**src/rtl/id_ex_stage.sv**
```systemverilog
// rtl/id_ex_stage.sv - ID/EX pipeline register with writeback bypass, load-use bubble and flush
//
// Purpose:
//   Registers the decoded instruction between decode/register-file read and
//   execute. Source operands come from the register file's combinational read
//   ports. They are bypassed from the writeback port when writeback targets the
//   same register in the same cycle, because the register file write lands
//   only at the clock edge. A load in EX whose destination is read by the
//   decode slot causes a single bubble. A taken branch flushes both slots.
//
// Ports:
//   clk, rst_n                      clock, asynchronous active-low reset
//   id_valid / id_ready             decode slot handshake
//   id_pc, id_rs1, id_rs2, id_rd    decode instruction fields
//   id_imm, id_alu_op, id_* ctrl    immediate, ALU op and control bits
//   rf_rd1, rf_rd2                  register file read data for id_rs1/id_rs2
//   wb_reg_write, wb_rd, wb_data    writeback port, used for bypass/refresh
//   ex_flush                        kill EX slot and decode slot
//   ex_ready                        execute accepts the EX slot
//   ex_valid, ex_*                  registered EX slot
//   perf_stall_cnt, perf_bubble_cnt performance counters
//
// Configuration:
//   ID_EX_PERF_EN  when defined, the performance counters are implemented;
//                  otherwise both counter ports are tied to 0.

module id_ex_stage #(
  parameter int XLEN     = 32,
  parameter int RA_W     = 5,
  parameter int ALU_OP_W = 4
) (
  input  logic                clk,
  input  logic                rst_n,
  input  logic                id_valid,
  output logic                id_ready,
  input  logic [XLEN-1:0]     id_pc,
  input  logic [RA_W-1:0]     id_rs1,
  input  logic [RA_W-1:0]     id_rs2,
  input  logic [RA_W-1:0]     id_rd,
  input  logic [XLEN-1:0]     id_imm,
  input  logic                id_reg_write,
  input  logic                id_mem_read,
  input  logic                id_mem_write,
  input  logic                id_alu_src,
  input  logic                id_mem_to_reg,
  input  logic [ALU_OP_W-1:0] id_alu_op,
  input  logic [XLEN-1:0]     rf_rd1,
  input  logic [XLEN-1:0]     rf_rd2,
  input  logic                wb_reg_write,
  input  logic [RA_W-1:0]     wb_rd,
  input  logic [XLEN-1:0]     wb_data,
  input  logic                ex_flush,
  input  logic                ex_ready,
  output logic                ex_valid,
  output logic [XLEN-1:0]     ex_pc,
  output logic [XLEN-1:0]     ex_imm,
  output logic [XLEN-1:0]     ex_op_a,
  output logic [XLEN-1:0]     ex_op_b,
  output logic [RA_W-1:0]     ex_rs1,
  output logic [RA_W-1:0]     ex_rs2,
  output logic [RA_W-1:0]     ex_rd,
  output logic                ex_reg_write,
  output logic                ex_mem_read,
  output logic                ex_mem_write,
  output logic                ex_alu_src,
  output logic                ex_mem_to_reg,
  output logic [ALU_OP_W-1:0] ex_alu_op,
  output logic [31:0]         perf_stall_cnt,
  output logic [31:0]         perf_bubble_cnt
);

  logic            adv;
  logic            load_use;
  logic            wb_hit_rs1;
  logic            wb_hit_rs2;
  logic            wb_hit_ex_rs1;
  logic            wb_hit_ex_rs2;
  logic [XLEN-1:0] op_a_sel;
  logic [XLEN-1:0] op_b_sel;

  // The EX slot can take a new entry when it is empty or being consumed.
  assign adv = ~ex_valid | ex_ready;

  assign load_use = id_valid & ex_valid & ex_mem_read & (ex_rd != '0) &
                    ((ex_rd == id_rs1) | (ex_rd == id_rs2));

  assign id_ready = adv & ~load_use & ~ex_flush;

  // Writeback to x0 is never a real write, so it never bypasses.
  assign wb_hit_rs1    = wb_reg_write & (wb_rd != '0) & (wb_rd == id_rs1);
  assign wb_hit_rs2    = wb_reg_write & (wb_rd != '0) & (wb_rd == id_rs2);
  assign wb_hit_ex_rs1 = wb_reg_write & (wb_rd != '0) & (wb_rd == ex_rs1);
  assign wb_hit_ex_rs2 = wb_reg_write & (wb_rd != '0) & (wb_rd == ex_rs2);

  always_comb begin
    op_a_sel = rf_rd1;
    op_b_sel = rf_rd2;
    if (id_rs1 == '0)    op_a_sel = '0;
    else if (wb_hit_rs1) op_a_sel = wb_data;
    if (id_rs2 == '0)    op_b_sel = '0;
    else if (wb_hit_rs2) op_b_sel = wb_data;
  end

  always_ff @(posedge clk or negedge rst_n) begin
    if (!rst_n) begin
      ex_valid      <= 1'b0;
      ex_pc         <= '0;
      ex_imm        <= '0;
      ex_op_a       <= '0;
      ex_op_b       <= '0;
      ex_rs1        <= '0;
      ex_rs2        <= '0;
      ex_rd         <= '0;
      ex_reg_write  <= 1'b0;
      ex_mem_read   <= 1'b0;
      ex_mem_write  <= 1'b0;
      ex_alu_src    <= 1'b0;
      ex_mem_to_reg <= 1'b0;
      ex_alu_op     <= '0;
    end else if (ex_flush || (adv && load_use)) begin
      // Flush or load-use bubble: empty slot, controls cleared, data held.
      ex_valid      <= 1'b0;
      ex_reg_write  <= 1'b0;
      ex_mem_read   <= 1'b0;
      ex_mem_write  <= 1'b0;
      ex_alu_src    <= 1'b0;
      ex_mem_to_reg <= 1'b0;
      ex_alu_op     <= '0;
    end else if (adv) begin
      ex_valid      <= id_valid;
      ex_pc         <= id_pc;
      ex_imm        <= id_imm;
      ex_op_a       <= op_a_sel;
      ex_op_b       <= op_b_sel;
      ex_rs1        <= id_rs1;
      ex_rs2        <= id_rs2;
      ex_rd         <= id_rd;
      ex_reg_write  <= id_reg_write  & id_valid;
      ex_mem_read   <= id_mem_read   & id_valid;
      ex_mem_write  <= id_mem_write  & id_valid;
      ex_alu_src    <= id_alu_src    & id_valid;
      ex_mem_to_reg <= id_mem_to_reg & id_valid;
      ex_alu_op     <= id_valid ? id_alu_op : '0;
    end else if (ex_valid) begin
      // Stalled in EX: keep operands current with writebacks that land while
      // waiting, otherwise the held value would go stale.
      if (wb_hit_ex_rs1) ex_op_a <= wb_data;
      if (wb_hit_ex_rs2) ex_op_b <= wb_data;
    end
  end

`ifdef ID_EX_PERF_EN
  always_ff @(posedge clk or negedge rst_n) begin
    if (!rst_n) begin
      perf_stall_cnt  <= '0;
      perf_bubble_cnt <= '0;
    end else begin
      if (id_valid && !id_ready && !ex_flush) perf_stall_cnt <= perf_stall_cnt + 32'd1;
      if (adv && load_use && !ex_flush)       perf_bubble_cnt <= perf_bubble_cnt + 32'd1;
    end
  end
`else
  assign perf_stall_cnt  = 32'd0;
  assign perf_bubble_cnt = 32'd0;
`endif

endmodule
```
**config.mk**
```make
export PLATFORM = sky130hd
export DESIGN_NAME = id_ex_stage
export DESIGN_NICKNAME = d
export VERILOG_FILES = /design/src/rtl/id_ex_stage.sv
export SDC_FILE = /design/constraint.sdc
export NUM_CORES = 1
export LEC_CHECK = 0
export BUFFER_PORTS_ARGS = -buffer_cell sky130_fd_sc_hd__buf_2
export CAP_MARGIN = 20
export CORE_AREA = 4 4 160 162
export CTS_BUF_LIST = sky130_fd_sc_hd__clkbuf_2
export CTS_CLUSTER_DIAMETER = 150
export DETAILED_ROUTE_END_ITERATION = 10
export DIE_AREA = 0 0 164 166
export GPL_TIMING_DRIVEN = 0
export PLACE_DENSITY_LB_ADDON = 0.15
export SLEW_MARGIN = 20
export SYNTH_ARGS = -nofsm -noshare
export SYNTH_HDL_FRONTEND = slang
export SYNTH_SLANG_ARGS = --single-unit
```
**constraint.sdc**
```tcl
create_clock -name clk -period 2.9 [get_ports clk]
set_input_delay 0 -clock clk [delete_from_list [all_inputs] [get_ports clk]]
set_output_delay 0 -clock clk [all_outputs]
set_load 0.03 [all_outputs]
```
==> summary by stage, run 1 <==
Outcome
The first error in the log reads "[ERROR RSZ-0060] Max buffer count reached". The flow did not finish. It got as far as clock tree synthesis (4_1_cts) and failed there.

Yosys
Yosys mapped a number of flops with a built-in enable equal to 0. Summed over all instances, the cell type with the most area after synthesis is sky130_fd_sc_hd__dfrtp_1. In this run, synthesis produced a sequential element count of 153.

The most used flip-flop cell after synthesis is sky130_fd_sc_hd__dfrtp_1. In the synthesized netlist the async set-or-reset flop fraction comes to 1.000. After synthesis, the mean cell area works out to 13.58 sq um.

Of the synthesized area, sequential elements account for 0.5269. Summing every instance area after synthesis gives 7267 sq um. Of the post-synthesis cell area, the dominant cell type holds 0.5269. The most frequently used cell type in the post-synthesis netlist is sky130_fd_sc_hd__dfrtp_1. The commonest cells after synthesis are 153 x sky130_fd_sc_hd__dfrtp_1, 143 x sky130_fd_sc_hd__mux2_2, 64 x sky130_fd_sc_hd__a22o_1, 64 x sky130_fd_sc_hd__buf_4, 21 x sky130_fd_sc_hd__xnor2_1. The synthesized netlist contains 35 unique library cells. Yosys attributes the largest share of cell area to sky130_fd_sc_hd__dfrtp_1 53%, sky130_fd_sc_hd__mux2_2 22%, sky130_fd_sc_hd__a22o_1 7.7%, sky130_fd_sc_hd__buf_4 6.6%, sky130_fd_sc_hd__xnor2_1 2.5%.

The count of synthesis-stage warnings from yosys is 0. Synthesis handed over a netlist of 535 instances.

Placed design
The count of input and output buffers is 343. The cell area after placement is 9663 sq um. The congestion estimate from routability-driven global placement came to 0.7602.

OpenSTA, run right after detailed placement, puts the worst setup slack at 0.3089 ns. The HPWL after detailed placement is 18760 microns.

CTS
The post-CTS setup buffer count is 0. The maximum root-to-sink buffer count is 2. The number of H-tree branching levels is 4.

The root buffer cell is sky130_fd_sc_hd__clkbuf_2. The number of sinks handled by clock tree synthesis is 153. The number of cells upsized or downsized after cts is 3. The number of clock buffers added by TritonCTS is 17. The hold buffer count at CTS is 260.

Floorplanning
Row generation in the floorplan step produced 57 rows. The vertical die dimension is 166 microns. The width of the chip is 164 microns.

The I/O pin count is 413. The initial utilization of the core area, before any placement, comes to 0.3015.
[cells by family after synthesis]
family,Yosys count,share of synthesized area
AOI/OAI and AO/OA,88,0.1071
xor gates and xnor gates,30,0.03616
buffers and inverters,99,0.09142
DFF,153,0.5269
muxes,143,0.2216
other,1,0.0005160
and+or+nand+nor,21,0.01636
[per-stage QoR]
step	setup TNS, ns	cells	hold WS [ns]
floorplan	0	598	-0.2956
global placement	-109.93	1265	0.2310
detailed placement	0	1266	-0.01264
==> run 2, diff against run 1 <==
--- a/config.mk
+++ b/config.mk
@@ -7,11 +7,9 @@
 export LEC_CHECK = 0
 export BUFFER_PORTS_ARGS = -buffer_cell sky130_fd_sc_hd__buf_2
 export CAP_MARGIN = 20
-export CORE_AREA = 4 4 160 162
-export CTS_BUF_LIST = sky130_fd_sc_hd__clkbuf_2
-export CTS_CLUSTER_DIAMETER = 150
+export CORE_AREA = 4 4 157 159
 export DETAILED_ROUTE_END_ITERATION = 10
-export DIE_AREA = 0 0 164 166
+export DIE_AREA = 0 0 161 163
 export GPL_TIMING_DRIVEN = 0
 export PLACE_DENSITY_LB_ADDON = 0.15
 export SLEW_MARGIN = 20
==> summary by stage, run 2 <==
Outcome
The run finished with clean final reports.

Yosys
The average instance area after synthesis is 13.58 sq um (unchanged). The most frequently used cell type in the post-synthesis netlist is sky130_fd_sc_hd__dfrtp_1. The largest area contributor in the netlist is sky130_fd_sc_hd__dfrtp_1. The share of Yosys cell area claimed by the top area cell type is 0.5269 (unchanged). Counting instances in the post-synthesis netlist gives the leading cell types as 153 x sky130_fd_sc_hd__dfrtp_1, 143 x sky130_fd_sc_hd__mux2_2, 64 x sky130_fd_sc_hd__a22o_1, 64 x sky130_fd_sc_hd__buf_4, 21 x sky130_fd_sc_hd__xnor2_1. The synthesized flop and latch total is 153 (unchanged). The count of synthesis-stage warnings from yosys came to 0 (unchanged). The count of different cell masters after synthesis was 35 (unchanged). The post-synthesis sequential area ratio is 0.5269 (unchanged). The share of synthesized registers carrying an async set or reset is 1.000 (unchanged).

The synthesized netlist cell count was 535 (unchanged). The area of the mapped netlist is 7267 sq um (unchanged). The most used flip-flop cell after synthesis is sky130_fd_sc_hd__dfrtp_1.

After synthesis, the cell types taking the most area are sky130_fd_sc_hd__dfrtp_1 53%, sky130_fd_sc_hd__mux2_2 22%, sky130_fd_sc_hd__a22o_1 7.7%, sky130_fd_sc_hd__buf_4 6.6%, sky130_fd_sc_hd__xnor2_1 2.5%. The number of enable flip-flop cells after synthesis came to 0 (unchanged).

Layout
The number of antenna cells inserted is 0. The area of all placed cells without fillers is 12400 sq um. The ratio of cells with drive above 1 in the final layout is 0.5126.

In the final layout, the multi-input gates occupy 3015 sq um. The area growth from synthesis to final layout is 70.70%. In the layout the commonest cells are 360 x sky130_fd_sc_hd__buf_2, 216 x sky130_fd_sc_hd__dlygate4sd3_1, 153 x sky130_fd_sc_hd__dfrtp_1, 143 x sky130_fd_sc_hd__mux2_2. The filler cells instantiated in the layout total 2089. The area of all sequential standard cells is 3829 sq um. The library cell used most frequently in the layout, excluding fill and tap cells, is sky130_fd_sc_hd__buf_2.

The net total in the final layout is 1372. Measured on the finished design, the core utilization comes to 0.5332.

Floorplanning
The I/O pin count is 413 (unchanged). The initial core utilization was 0.3124 (+0.01093). The die covers 26240 sq um. The cell row count was 56 (-1.8%).

The width of the chip is 161 microns (-1.8%). The vertical die dimension is 163 microns (-1.8%). The core region is 23260 sq um.

Power
The share of total power dissipated in combinational logic is 0.329. The share of total power dissipated in sequential elements is 0.362. The internal portion of the total power is 4.670 mW. The power per cell area is 582.4 nW/um^2.

In this run the power spent charging and discharging nets is 2.554 mW. Across the VDD grid, the largest voltage drop is 0.3093 mV. Of the total power, the clock network draws 0.309. Of the total power, the share spent switching nets is 0.3535. The cell leakage power is 6.038 nW.

STA
The largest clock skew in the final design is 0.01517 ns. Setup repair after global routing left no endpoint under its margin. Setup total negative slack on the finished layout was measured at 0 ns. The worst hold slack across all endpoints is 0.1286 ns. The actual transition at the worst max-transition pin is 0.9100 ns. The final count of hold timing violations is 0. The count of endpoints failing setup in the final report is 0. Static timing analysis puts the maximum clock frequency at 0.3860 GHz.

The minimum clock period is 2.591 ns. The worst pin sits at a relative slew slack of 0.3911. Dividing the final minimum period by the clock period gives 0.8933.

The number of pins exceeding their max-slew limit in the final report came to 0.

CTS
The clock-pin transition on the worst setup and hold timing paths is 0.07 ns. TritonCTS built the clock tree. The total clock buffers created by CTS is 17 (unchanged).

The number of sinks handled by clock tree synthesis is 153 (unchanged). The maximum root-to-sink buffer count is 2 (unchanged). The post-CTS setup buffer count came to 0 (unchanged).

The number of H-tree branching levels is 4 (unchanged). The clock insertion delay at the later pin of the skew report is 0.43 ns. The root buffer cell is sky130_fd_sc_hd__clkbuf_16.

Global routing
The number of global-route vias before repair came to 7180. In the global route stage, overall resource usage came out at 0.1894. The largest net degree at the start of global routing is 93. The number of antenna violations at the first check in global routing is 1. The global-route congestion overflow total is 0.

The first global-routing pass estimated 39400 microns of wire.

Drt
The detailed-route via count is 6540. The first routing iteration left 231 violations. Summed over all layers, the routed wires come to 25550 microns. For this run, the detailed router's first-pass iteration total came to 4. After detailed routing, the number of remaining DRC violations is 0. After detailed routing, the number of vias per cell comes to 4.334. The count of nets left with antenna violations once routing finished came out at 0. The wire length per cell is 16.93 microns.

Placed design
The global placer's final weighted congestion was 0.7965 (+4.8%). The post-DP HPWL is 18380 microns (-2.1%). The count of input and output buffers came to 343 (unchanged). The cell area after placement came to 9657 sq um (about the same).

Critical path
The data required time of the critical path is 2.90 ns. The sort of element at the end of the critical path is a primary output. The launch point of the critical path is ex_rd[1]. The worst setup path is of the register to primary output kind. The worst endpoint data arrival time is 2.59 ns.

The startpoint class of the critical path is a register. The largest fanout on the critical path is 10. Measured in cells, the most critical reg-to-reg path has a length of 6. In this run the critical register-to-register path is launched from ex_rd[1].

Min path
In this run the worst hold path is classified as primary input to asynchronous set/reset pin.

Job
The tool flagged a number of max-cap violations equal to 0.
[run 2: logic make-up (layout without fill, tap and decap cells)]
| family | after synthesis | after routing | synth area share |
|---|---|---|---|
| flip-flops | 153 | 153 | 0.5269 |
| multiplexers | 143 | 143 | 0.2216 |
| buffers and inverters | 99 | 691 | 0.09142 |
| AO/OA/AOI/OAI | 88 | 88 | 0.1071 |
| XOR/XNOR | 30 | 30 | 0.03616 |
| AND/OR/NAND/NOR | 21 | 21 | 0.01636 |
| other | 1 | 64 | 0.0005160 |
[run 2: area by class of cell]
| cell class | instances | share of cell area |
|---|---|---|
| buffer | 97 | 0.05296 |
| inverter | 2 | 0.0006052 |
| multi-input combinational | 346 | 0.2431 |
| tap | 319 | 0.03218 |
| clock buffer | 18 | 0.03460 |
| timing repair buffer | 560 | 0.3157 |
| sequential | 153 | 0.3087 |
| clock inverter | 14 | 0.01220 |
[run 2: power by group through the flow]
stage / Sequential [mW] / Combinational (mW) / Clock (mW)
after floorplan: 3.28 / 0.767 / 0
after global placement: 2.64 / 2.10 / 0
after detailed placement: 2.65 / 2.12 / 0
after CTS: 2.62 / 2.38 / 2.30
after global routing: 2.66 / 2.52 / 2.40
final: 2.62 / 2.37 / 2.23
[run 2: final timing paths]
path	end	slack (ns)
min in group clk	ex_valid	0.14
hold reg to reg	ex_alu_op[1]	0.50
hold / removal	ex_op_a[26]	0.13
setup / recovery	id_ready	0.31
setup reg to reg	ex_op_a[15]	0.38
max in group asynchronous	ex_pc[14]	1.93
[run 2: routing by layer]
layer	part of all wire	global-route usage	vias to the layer above
met1	0.41	0.2297	3116
li1	-	-	3117
met4	0.013	0.05196	2
met2	0.50	0.3271	281
met3	0.083	0.05923	24
met5	0.00051	0	-
[run 2: timing repair]
| item | 4_1_cts | 5_1_grt |
|---|---|---|
| hold buffers | 216 | 0 |
| resized for setup | 0 | 0 |
| endpoints found under the hold margin | 213 | 0 |
[run 2: metrics by stage]
stage	instances	setup slack, ns	power [mW]
5_1_grt	1509	0.06127	7.581
2_1_floorplan	598	0.6368	4.049
3_3_place_gp	1260	-0.7148	4.749
3_5_place_dp	1261	0.2053	4.772
6_report	1509	0.3093	7.224
4_1_cts	1509	0.2050	7.295
[run 2: critical path, cell delays in order, from the launching register on]
cell and delay [ns]:
sky130_fd_sc_hd__dfrtp_1 0.44, sky130_fd_sc_hd__or4_1 0.54, sky130_fd_sc_hd__o2111ai_1 0.25, sky130_fd_sc_hd__inv_1 0.07
sky130_fd_sc_hd__a21o_1 0.20, sky130_fd_sc_hd__inv_2 0.14, sky130_fd_sc_hd__buf_2 0.29, sky130_fd_sc_hd__buf_2 0.25
Note: power is estimated with default switching activity, not from simulation.
==> run 3, diff against run 2 <==
--- a/config.mk
+++ b/config.mk
@@ -5,11 +5,11 @@
 export SDC_FILE = /design/constraint.sdc
 export NUM_CORES = 1
 export LEC_CHECK = 0
-export BUFFER_PORTS_ARGS = -buffer_cell sky130_fd_sc_hd__buf_2
 export CAP_MARGIN = 20
 export CORE_AREA = 4 4 157 159
 export DETAILED_ROUTE_END_ITERATION = 10
 export DIE_AREA = 0 0 161 163
+export DONT_BUFFER_PORTS = 1
 export GPL_TIMING_DRIVEN = 0
 export PLACE_DENSITY_LB_ADDON = 0.15
 export SLEW_MARGIN = 20
==> constraint.sdc (replaced) <==
create_clock -name clk -period 2.9 [get_ports clk]
set_input_delay 0.58 -clock clk [delete_from_list [all_inputs] [get_ports clk]]
set_output_delay 0.58 -clock clk [all_outputs]
set_load 0.03 [all_outputs]
==> summary by stage, run 3 (same netlist as run 2, synthesis figures left out) <==
Outcome
The run finished, with violations left. The final reports fail on hold timing.

Power
The share of power burned in combinational logic is 0.137 (-0.192). The share of total power in the clock network is 0.351 (+0.042). The cell leakage power is 3.785 nW (-37%). The net load switching power is 2.323 mW (-9.0%). The design internal power is 4.246 mW (-9.1%). The portion of total power attributed to sequential cells is 0.512 (+0.150). The power per cell area is 763.0 nW/um^2 (+31%). The total power after layout was 6.570 mW (-9.1%).

The switching share of total power is 0.3536 (about the same). The peak supply drop is 0.2935 mV (-5.1%).

Critical path
The sort of element at the end of the critical path is a primary output. The worst setup path is launched from a register. The critical path goes through or4_4 -> o2111ai_2 -> inv_1 -> a21o_1 -> clkinv_4 -> buf_12. The largest individual stage delay along the critical path comes from the cell sky130_fd_sc_hd__or4_4.

The critical path's largest stage delay is 0.57 ns (+0.03 ns). The path type of the worst setup path is register to primary output. The largest fanout on the critical path came to 8 (-2). The worst endpoint data arrival time came to 2.24 ns (-0.35 ns). The data required time of the critical path is 2.32 ns (-0.58 ns).

Floorplanning
The vertical die dimension came to 163 microns (unchanged). The initial core utilization is 0.3124 (unchanged). The core outline area is 23260 sq um (unchanged). The die area is 26240 sq um (unchanged). The cell row count is 56 (unchanged). The I/O pin count is 413 (unchanged). The width of the chip is 161 microns (unchanged).

Global routing
The global-route congestion overflow total is 0 (unchanged). The number of global-route vias before repair is 4978 (-31%). The wire length of the first global-routing pass came to 32740 microns (-17%). The global router's overall resource usage is 0.1639 (-0.02552).

The number of antenna violations at the first check in global routing is 0 (-1). The largest net degree at the start of global routing is 154 (+66%).

STA
The count of endpoints failing setup in the final report is 0 (unchanged). The highest clock frequency the design can meet was 0.3548 GHz (-8.1%). The number of pins exceeding their max-slew limit in the final report is 0 (unchanged). The worst-case headroom to the max-slew limit is 0.3362 (-0.05486). The final count of hold timing violations came to 153 (+153). The part of the cycle the worst path needs is 0.9719 (+0.07859).

The worst hold slack across all endpoints is -0.1389 ns (-0.2675 ns). The minimum clock period is 2.819 ns (+0.2279 ns). The actual transition at the worst max-transition pin was 0.9920 ns (+0.08199 ns). The largest clock skew in the final design is 0.01369 ns (-0.001487 ns). Setup repair after global routing could not meet its margin everywhere.

Placed design
The count of input and output buffers is 0 (-100%). The post-DP HPWL is 17100 microns (-7.0%). The global placer's final weighted congestion was 0.7864 (-1.3%).

The cell total after placement was 917 (-27%).

Drt
The number of search-and-repair iterations in the first detailed-routing pass is 4 (unchanged). The wire length per cell is 23.40 microns (+38%). The DRC violations left is 0 (unchanged). The final routed wirelength across all metal layers is 22300 microns (-13%).

The violation count after the first detailed-route iteration is 156 (-32%). The routed via count divided by cell count is 4.771 (+10%). The final antenna-violating net count came to 0 (unchanged).

The detailed-route via count is 4547 (-30%).

Layout
The library cells used most frequently in the layout, excluding fill and tap cells, are 148 x sky130_fd_sc_hd__dfrtp_1, 143 x sky130_fd_sc_hd__mux2_2, 67 x sky130_fd_sc_hd__buf_4, 64 x sky130_fd_sc_hd__a22o_1, 64 x sky130_fd_sc_hd__conb_1. The number of antenna cells inserted came to 0 (unchanged). The ratio of cells with drive above 1 in the final layout was 0.4385 (-0.07412). The final-layout fill cell count is 2261 (+8.2%).

The most common library cell in the layout ignoring fill and taps is sky130_fd_sc_hd__dfrtp_1. Relative to the synthesized area, the layout overhead comes to 18.49%. The net total in the final layout came to 816 (-41%). The post-layout instance count excluding filler cells is 953 (-37%).

CTS
The root buffer cell chosen for the clock tree is sky130_fd_sc_hd__clkbuf_16. The clock insertion delay at the later pin of the skew report is 0.42 ns (about the same). The clock tree from TritonCTS is done. The clock-pin transition on the worst setup and hold timing paths is 0.07 ns (about the same). The number of sinks handled by clock tree synthesis is 153 (unchanged). The maximum root-to-sink buffer count is 2 (unchanged). The total clock buffers created by CTS is 17 (unchanged).

The number of H-tree branching levels is 4 (unchanged).

Job
The count of max-cap constraint violations is 0 (unchanged).

Min path
The tightest min-delay check is of the primary input to asynchronous set/reset pin type.
[run 3: timing repair]
action / in CTS / in global routing
endpoints found under the setup margin: 11 / 13
hold endpoints to repair: 153 / 153
gates resized for setup: 11 / 3
gates cloned: 0 / 1
setup buffers: 0 / 3
[run 3: critical path: cells and delay by family, from the launching register on]
| kind | cells | cell delay (ns) |
|---|---|---|
| buffers and inverters | 3 | 0.31 |
| AOI/OAI and AO/OA | 2 | 0.41 |
| DFF | 1 | 0.52 |
| and+or+nand+nor | 1 | 0.57 |
[run 3: layout make-up]
class,count,area [sq um],share of cell area
inverters,2,12.51,0.001453
repair buffers,4,47.55,0.005522
clock inverters,14,183.9,0.02136
plain buffers,97,671.9,0.07803
clock buffers,18,429.2,0.04984
multi-input cells,346,3032,0.3521
well taps,319,399.1,0.04635
flip-flops and latches,153,3835,0.4454
[run 3: stage by stage]
step                 TNS, ns  utilization  cell area, sq um  setup WS [ns]
floorplan                  0            -              7503         0.4646
global placement      -8.302       0.3397              7903        -0.3239
detailed placement    -7.194       0.3399              7908        -0.2533
CTS                 -0.03146       0.3679              8558       -0.03146
global route         -0.2523       0.3702              8611       -0.04133
finish                     0       0.3702              8611        0.08142
[run 3: per-layer routing]
metal  up-vias  global-route usage  routed length, microns
met5         -                   0                       0
met4         0             0.03373                     229
met3        14             0.08428                    2777
met2       291              0.2824                   11390
met1      2250              0.1829                    7911
li1       1992                   -                       -
[run 3: worst paths after layout]
kind | startpoint | to | slack, ns | depth (start not counted)
worst min-delay path | rst_n | ex_op_a[22] | -0.14 | 0
max in group asynchronous | rst_n | ex_rd[2] | 2.79 | 0
worst max-delay path | ex_rd[1] | id_ready | 0.08 | 6
worst max register to register | ex_valid | ex_op_b[16] | 0.20 | 5
worst min register to register | ex_alu_src | ex_alu_src | 0.73 | 1
min in group clk | id_pc[13] | ex_pc[13] | 0.31 | 1
[run 3: power by group through the flow]
stage / logic (mW) / registers (mW) / clock network (mW)
6_report: 0.897 / 3.37 / 2.31
3_5_place_dp: 0.884 / 3.41 / 0
3_3_place_gp: 0.859 / 3.42 / 0
4_1_cts: 0.891 / 3.38 / 2.39
2_1_floorplan: 0.767 / 3.28 / 0
5_1_grt: 0.978 / 3.41 / 2.49
